--- config.mk ---
export PLATFORM = sky130hd
export DESIGN_NAME = vldu_beat_tracker
export DESIGN_NICKNAME = d
export VERILOG_FILES = /design/src/rtl/vldu_beat_tracker.sv
export SDC_FILE = /design/constraint.sdc
export NUM_CORES = 1
export LEC_CHECK = 0
export ABC_CLOCK_PERIOD_IN_PS = 6000
export BUFFER_PORTS_ARGS = -buffer_cell sky130_fd_sc_hd__buf_2
export CORE_AREA = 5 5 119 121
export DETAILED_ROUTE_END_ITERATION = 12
export DIE_AREA = 0 0 124 126
export PLACE_DENSITY = 0.85
export SLEW_MARGIN = 20
export SYNTH_ARGS = -nofsm -noshare
export SYNTH_HDL_FRONTEND = slang
export SYNTH_SLANG_ARGS = --single-unit
--- constraint.sdc ---
create_clock -name clk_i -period 6 [get_ports clk_i]
set_input_delay 0.3 -clock clk_i [delete_from_list [all_inputs] [get_ports clk_i]]
set_output_delay 0.3 -clock clk_i [all_outputs]
set_load 0.05 [all_outputs]
--- src/rtl/vldu_beat_tracker.sv ---
// Purpose: pairs addrgen burst descriptors with AXI R beats and emits a per-beat valid byte window.
// Latency: one cycle from an accepted R beat to beat_valid_o; full throughput with beat_ready_i high.
// Backpressure: a held beat with beat_ready_i low drops r_ready_o; beat fields stay stable until taken.
//
// Ports:
//   insn_*  : one vector load (total byte count), accepted only when idle
//   req_*   : burst descriptor (start address, AXI len) popped from the addrgen queue
//   r_*     : AXI R channel (data, last)
//   beat_*  : data to lanes plus inclusive [first,last] byte window and instruction-done flag
//   error_o : one-cycle pulse when r_last disagrees with the descriptor's beat count
module vldu_beat_tracker #(
   parameter int unsigned AxiDataWidth   = 64,
   parameter int unsigned AxiAddrWidth   = 64,
   parameter int unsigned InsnBytesWidth = 32
) (
   input  logic                          clk_i,
   input  logic                          rst_ni,

   input  logic                          insn_valid_i,
   input  logic [InsnBytesWidth-1:0]     insn_bytes_i,
   output logic                          insn_ready_o,

   input  logic                          req_valid_i,
   input  logic [AxiAddrWidth-1:0]       req_addr_i,
   input  logic [7:0]                    req_len_i,
   output logic                          req_ready_o,

   input  logic                          r_valid_i,
   input  logic [AxiDataWidth-1:0]       r_data_i,
   input  logic                          r_last_i,
   output logic                          r_ready_o,

   output logic                          beat_valid_o,
   input  logic                          beat_ready_i,
   output logic [AxiDataWidth-1:0]       beat_data_o,
   output logic [$clog2(AxiDataWidth/8)-1:0] beat_first_o,
   output logic [$clog2(AxiDataWidth/8)-1:0] beat_last_o,
   output logic                          beat_insn_done_o,
   output logic                          error_o
);

   localparam int unsigned NB  = AxiDataWidth / 8;
   localparam int unsigned NBW = $clog2(NB);

   typedef enum logic [1:0] {IDLE, WAIT_REQ, STREAM, DRAIN} state_e;

   state_e                    state_q, state_d;

   logic [InsnBytesWidth-1:0] bytes_left_q;
   logic [7:0]                beats_left_q;
   logic [NBW-1:0]            offset_q;
   logic                      first_q;

   logic                      beat_valid_q;
   logic [AxiDataWidth-1:0]   beat_data_q;
   logic [NBW-1:0]            beat_first_q;
   logic [NBW-1:0]            beat_last_q;
   logic                      beat_done_q;
   logic                      error_q;

   logic                      insn_fire, req_fire, r_fire, stream_fire;
   logic [NBW-1:0]            fb;
   logic [InsnBytesWidth-1:0] avail, take;
   logic [NBW-1:0]            last_idx;
   logic                      insn_done, burst_end, last_mismatch;

   // Only the in-beat offset of the burst address matters here.
   logic unused_addr_bits;
   assign unused_addr_bits = ^req_addr_i[AxiAddrWidth-1:NBW];

   assign insn_fire   = insn_valid_i & insn_ready_o;
   assign req_fire    = req_valid_i & req_ready_o;
   assign r_fire      = r_valid_i & r_ready_o;
   assign stream_fire = r_fire & (state_q == STREAM);

   // Byte window of the beat currently on the R channel.
   assign fb    = first_q ? offset_q : '0;
   assign avail = InsnBytesWidth'(NB) - InsnBytesWidth'(fb);
   assign take  = (bytes_left_q < avail) ? bytes_left_q : avail;
   // fb + take <= NB, so the sum modulo NB minus one is the inclusive last index
   // (take == NB only with fb == 0, where the wrap yields NB-1).
   assign last_idx  = fb + take[NBW-1:0] - NBW'(1);
   assign insn_done = (bytes_left_q == take);

   // A burst ends on r_last or once the descriptor's beats are exhausted; any
   // disagreement between the two is reported but otherwise tolerated.
   assign burst_end     = r_last_i || (beats_left_q == '0);
   assign last_mismatch = r_last_i != (beats_left_q == '0);

   // ---------------- FSM: state register ----------------
   always_ff @(posedge clk_i or negedge rst_ni) begin
      if (!rst_ni) state_q <= IDLE;
      else         state_q <= state_d;
   end

   // ---------------- FSM: next state ----------------
   always_comb begin
      state_d = state_q;
      case (state_q)
         IDLE:     if (insn_fire) state_d = WAIT_REQ;
         WAIT_REQ: if (req_fire)  state_d = STREAM;
         STREAM: begin
            if (r_fire) begin
               if (insn_done && burst_end) state_d = IDLE;
               else if (insn_done)         state_d = DRAIN;
               else if (burst_end)         state_d = WAIT_REQ;
            end
         end
         DRAIN:    if (r_fire && r_last_i) state_d = IDLE;
         default:  state_d = IDLE;
      endcase
   end

   // ---------------- FSM: outputs ----------------
   always_comb begin
      insn_ready_o = 1'b0;
      req_ready_o  = 1'b0;
      r_ready_o    = 1'b0;
      case (state_q)
         IDLE:          insn_ready_o = insn_valid_i;
         WAIT_REQ:      req_ready_o  = req_valid_i;
         STREAM, DRAIN: r_ready_o    = !beat_valid_q || beat_ready_i;
         default: ;
      endcase
   end

   // ---------------- Counters ----------------
   always_ff @(posedge clk_i or negedge rst_ni) begin
      if (!rst_ni) begin
         bytes_left_q <= '0;
         beats_left_q <= '0;
         offset_q     <= '0;
         first_q      <= 1'b0;
      end else begin
         if (insn_fire) bytes_left_q <= insn_bytes_i;
         else if (stream_fire) bytes_left_q <= bytes_left_q - take;

         if (req_fire) begin
            beats_left_q <= req_len_i;
            offset_q     <= req_addr_i[NBW-1:0];
            first_q      <= 1'b1;
         end else begin
            if (r_fire && (beats_left_q != '0)) beats_left_q <= beats_left_q - 8'd1;
            if (stream_fire) first_q <= 1'b0;
         end
      end
   end

   // ---------------- Output register ----------------
   always_ff @(posedge clk_i or negedge rst_ni) begin
      if (!rst_ni) begin
         beat_valid_q <= 1'b0;
         beat_data_q  <= '0;
         beat_first_q <= '0;
         beat_last_q  <= '0;
         beat_done_q  <= 1'b0;
         error_q      <= 1'b0;
      end else begin
         if (stream_fire) begin
            beat_valid_q <= 1'b1;
            beat_data_q  <= r_data_i;
            beat_first_q <= fb;
            beat_last_q  <= last_idx;
            beat_done_q  <= insn_done;
         end else if (beat_ready_i) begin
            beat_valid_q <= 1'b0;
         end
         error_q <= r_fire && last_mismatch;
      end
   end

   assign beat_valid_o     = beat_valid_q;
   assign beat_data_o      = beat_data_q;
   assign beat_first_o     = beat_first_q;
   assign beat_last_o      = beat_last_q;
   assign beat_insn_done_o = beat_done_q;
   assign error_o          = error_q;

endmodule

### After elaboration in Yosys (flattened, before gate mapping)

Cells that the tools add are included.

* flip-flop bits (word level): 119
* input port bits: 175
* output and inout port bits: 76
* word-level logic and storage cells: 68

* $add $sub $neg: 5
* order comparisons: 1
* equal/unequal tests: 10
* multiplexer cells: 21
* bitwise logic cells: 4
* reduce and logical (&&, ||, !) cells: 16

Operator list (count)
* $mux W32: 3
* $eq A32 B32 Y1: 1
* $lt A32 B32 Y1: 1
* $sub A32 B32 Y32: 1
* $mux W8: 2
* $mux W2: 7
* $logic_not A8 Y1: 1
* $ne A2 B2 Y1 const B: 4
* $pmux W2 S4: 1
* $reduce_bool A2 Y1: 4
* $reduce_bool A8 Y1: 1
* $sub A8 B1 Y8 const B: 1
* $mux W1: 7
* $reduce_and A5 Y1: 1
* $sub A4 B3 Y5 const A: 1
* $and A1 B1 Y1: 4
* $eq A2 B2 Y1 const B: 2
* $logic_and A1 B1 Y1: 4
* $ne A4 B3 Y1 const B: 1
* $add A3 B3 Y3: 1
* $mux W3: 1
* $sub A3 B1 Y3 const B: 1
* $eq A2 B1 Y1 const B: 1
* $logic_not A2 Y1: 1
* 4 further kinds: 5

### Logic depth before layout (Yosys ltp)

* word-level depth: 9
* depth in mapped cells: 19
* mapped depth without buffers: 19

### Worst setup path after synthesis

No wires, ideal clock.

* path kind: register to register
* start point: register first_q
* end point: register bytes_left_q[14]
* setup time: 133 ps
* arrival time: 3743 ps
* required time: 5867 ps
* path slack: 2124 ps
* cell stages (with the launch flop): 20
* buffers on the path: 0
* period minus slack after synthesis: 3876 ps
* path through: dfrtp_1 -> and2_1 -> inv_1 -> ha_1 -> xnor2_1 -> ha_1 -> a21o_1 -> a21oi_1 -> nand4_2 -> nor2_1 -> a21o_1 -> ha_1 -> inv_1 -> fa_1 -> a21o_1 -> a21oi_1 -> nand4_1 -> nor4_1 -> xnor2_1 -> o21ai_0

* word-level cells in the longest chain between the ends: 7

RTL lines
* start: declaration: line 52 `logic first_q;`
* start signal: assignment: line 133 `first_q <= 1'b0;`
* start signal: assignment: line 141 `first_q <= 1'b1;`
* start signal: assignment: line 144 `if (stream_fire) first_q <= 1'b0;`
* $mux W3 *: line 77 `assign fb = first_q ? offset_q : '0;`
* $sub A4 B3 Y5 *: line 78 `assign avail = InsnBytesWidth'(NB) - InsnBytesWidth'(fb);`
* $lt A32 B32 Y1: line 79 `assign take = (bytes_left_q < avail) ? bytes_left_q : avail;`
* $mux W32 *: line 79
* $sub A32 B32 Y32 *: line 136 `else if (stream_fire) bytes_left_q <= bytes_left_q - take;`
* $mux W32 *: line 136
* $mux W32 *: line 135 `if (insn_fire) bytes_left_q <= insn_bytes_i;`
* end signal: assignment: line 135
* end signal: assignment: line 136
* end: declaration: line 49 `logic [InsnBytesWidth-1:0] bytes_left_q;`

Mark *: on every way between the ends. The rest lies on a longest branch, timed or not. The select of a mux whose other input is x is not followed.
A chain may end at the register's enable or synchronous reset.

### Final worst setup path

Same ends and word-level chain as after synthesis.

==> results.sh <==
export IMPL_cts_buffer_depth=2
export IMPL_cts_repair_resized=0
export IMPL_criticalPathCategory="flip-flop to flip-flop"
export IMPL_synth_cell_types=54
export IMPL_hold_end="beat_data_o[49]$_DFFE_PN0P_"
export IMPL_synth_edf_count=0
export IMPL_max_slew_worst_pin_slew_ps=1010
export IMPL_drc_errors=0
export IMPL_cp_cell_sequence="and2_1 > inv_1 > ha_1 > xnor2_1 > ha_1 > a21o_1 > a21oi_1 > nand4_2 > nor2_1 > a21o_1 > ha_1 > inv_1 > fa_1 > a21o_1 > a21oi_1 > nand4_1 > nor4_1 > xnor2_1 > o21ai_0"
export IMPL_cts_buffers=17
export IMPL_routed_wl_mm=14.5
export IMPL_grt_pass1_vias=4959
export IMPL_post_place_ws_ps=1470
export IMPL_wl_met2_mm=7.11
export IMPL_portBuffers=189
export IMPL_critical_path_slowest_cell="a21oi_1"
export IMPL_start_util_pct=43.8
export IMPL_root_buffer="clkbuf_16"
export IMPL_grt_pass1_wl_mm=23.5
export IMPL_timing_final_ws_setup_ps=1470
export IMPL_vias=4918
export IMPL_wl_met3_mm=1.28
export IMPL_syn_num_nets=827
export IMPL_cp_arrival_ps=4800
export IMPL_ys_seq_area_share_pct=52.4
export IMPL_timing_rr_end="bytes_left_q[14]$_DFFE_PN0P_"
export IMPL_drtIter0Drc=303
export IMPL_max_stage_delay_ps=470
export IMPL_design_die_area_um2=15600
export IMPL_io_pins=251
export IMPL_drv_cap=0
export IMPL_yosysTopAreaCell="dfrtp_1"
export IMPL_clock_fmax_mhz=221
export IMPL_worst_r2r_path_depth=19
export IMPL_cts_tree="yes"
export IMPL_cts_sinks=119
export IMPL_netlist_instances=637
export IMPL_regToRegSetupSlack_ps=1470
export IMPL_antenna_cells=0
export IMPL_min_from="r_data_i[49]"
export IMPL_drive_gt1_share_pct=29.3
export IMPL_yosys_top_cells_count="nand2_1, dfrtp_1, o21ai_0, nor2_1, clkbuf_1"
export IMPL_final_nets=1011
export IMPL_dp_hpwl_mm=10.2
export IMPL_hold_class="primary input to flip-flop"
export IMPL_crit_cells=19
export IMPL_final_hold_viol_count=0
export IMPL_htreeDepth=4
export IMPL_outcome="finished, final reports clean"
export IMPL_area_delta_synth_final_pct=29.5
export IMPL_synth_most_common_cell="nand2_1"
export IMPL_period_minus_slack_ps=4530
export IMPL_setup_viol=0
export IMPL_fp_coreArea_um2=13000
export IMPL_r2r_start="first_q$_DFFE_PN0P_"
export IMPL_yosys_warnings=0
export IMPL_timing_final_crit_share_pct=75.5
export IMPL_skew_ps=9.47
export IMPL_synth_top_area_share_pct=52.4
export IMPL_synth_seq_cells=119
export IMPL_cp_end_kind="flip-flop"
export IMPL_ys_flop_type="dfrtp_1"
export IMPL_crit_buf_inv=2
export IMPL_vdd_drop_max_v=0.000427
export IMPL_power_density_nw_per_um2=636
export IMPL_ys_top_cells_by_area="dfrtp_1, nand2_1, ha_1"
export IMPL_top_layer="met4"
export IMPL_cp_data_required_time_ps=6270
export IMPL_rows=42
export IMPL_wl_met1_mm=6.02
export IMPL_maxSlewViolCount=0
export IMPL_clk_pin_slew_ps=60
export IMPL_route_antenna_remaining_nets=0
export IMPL_rsz0062_at_grt="false"
export IMPL_tns_ps=0
export IMPL_path_delay_family="compound AO/OA/AOI/OAI gates"
export IMPL_die_width_um=124
export IMPL_startpoint_type="flip-flop"
export IMPL_grt_ovfl_total=0
export IMPL_syn_mean_instance_area_um2=8.92
export IMPL_clk_latency_ps=420
export IMPL_synthArstFlopShare_pct=100
export IMPL_p_leak_uw=0.00381
export IMPL_antenna_found_initial=0
export IMPL_grt_max_degree=84
export IMPL_relSlewSlack_pct=32.2
export IMPL_vias_per_cell=4.87
export IMPL_grt_usage_pct=19.2
export IMPL_cp_max_fo=6
export IMPL_drt_first_pass_iters=5
export IMPL_synth_cell_area_um2=5680
export IMPL_die_height_um=126
export IMPL_stdcell_count=1010
export IMPL_gp_congestion=0.816
export IMPL_wire_per_inst_um=14.4
export IMPL_min_path_cells=3
export IMPL_placed_cells_incl_taps=977
[flip-flops by register name, indices dropped and copies added (netlist names), 2 cells and up]
register and cells:
beat_last_o 3, beats_left_q 8, beat_first_o 3, bytes_left_q 32, offset_q 3, state_q 2
beat_data_o 64
[metal layers]
metal,vias to the layer above,GRT usage [%]
li1,2448,-
met1,2287,23.6
met2,175,31.2
met3,8,7.76
met4,0,5.54
met5,-,0
[kinds of logic after synthesis]
| group | after synthesis | synth area share (%) |
|---|---|---|
| XOR/XNOR | 37 | 5.70 |
| AND/OR/NAND/NOR | 353 | 28.2 |
| flip-flops | 119 | 52.4 |
| AO/OA/AOI/OAI | 64 | 6.50 |
| buffers and inverters | 46 | 3.17 |
| multiplexers | 3 | 0.638 |
| adder cells (fa/ha/maj) | 15 | 3.43 |
[cell type report]
type / count / area, um2
clock buffer: 18 / 439
clock inverter: 14 / 141
fill: 1157 / 5620
inverter: 16 / 60.1
multi-input combinational: 472 / 2530
sequential: 119 / 2980
tap: 176 / 220
timing repair buffer: 195 / 996
[tightest hold or removal path, stage by stage]
cell and delay [ps]:
buf_2 70, nand2_1 40, nand2_1 40
[per-stage QoR]
step	cell area (um2)	hold slack (ps)	total power (uW)	util (%)
floorplan	5680	4.41	3150	-
global placement	6770	375	3640	52.2
detailed placement	6770	373	3710	52.2
CTS	7360	47.4	4730	56.7
global route	7360	46.6	4980	56.7
finish	7360	65.2	4680	56.7
[placed cells by master, fill, tap and decap left out, drive strengths merged, types with 3 or more instances in the layout]
cell and n:
a21o 4, a21oi 8, and2 4, buf 194, clkbuf 18, clkinv 4, clkinvlp 3, dfrtp 119
ha 14, inv 22, nand2 259, nand3 8, nand4 12, nand4b 3, nor2 27, nor3 9
nor4 8, o21ai 39, or3 5, or4 5, xnor2 20, xor2 17
[worst max path at each step]
| stage | startpoint | end | slack, ps |
|---|---|---|---|
| detailed placement | first_q$_DFFE_PN0P_ | bytes_left_q[29]$_DFFE_PN0P_ | 1470 |
| floorplan | first_q$_DFFE_PN0P_ | bytes_left_q[14]$_DFFE_PN0P_ | 2120 |
| CTS | first_q$_DFFE_PN0P_ | bytes_left_q[14]$_DFFE_PN0P_ | 1450 |
| global placement | first_q$_DFFE_PN0P_ | bytes_left_q[14]$_DFFE_PN0P_ | 1620 |
| global route | first_q$_DFFE_PN0P_ | bytes_left_q[14]$_DFFE_PN0P_ | 1050 |
| finish | first_q$_DFFE_PN0P_ | bytes_left_q[14]$_DFFE_PN0P_ | 1470 |
[where the power goes]
| group | internal [uW] | switching, uW |
|---|---|---|
| logic | 634 | 1610 |
| registers | 1170 | 275 |
| clock network | 591 | 402 |
[what timing repair did]
action                                 4_1_cts  5_1_grt
buffers inserted                             0        0
hold buffers                                 1        0
endpoints found under the hold margin       51        0
(Power assumes the default switching activity.)
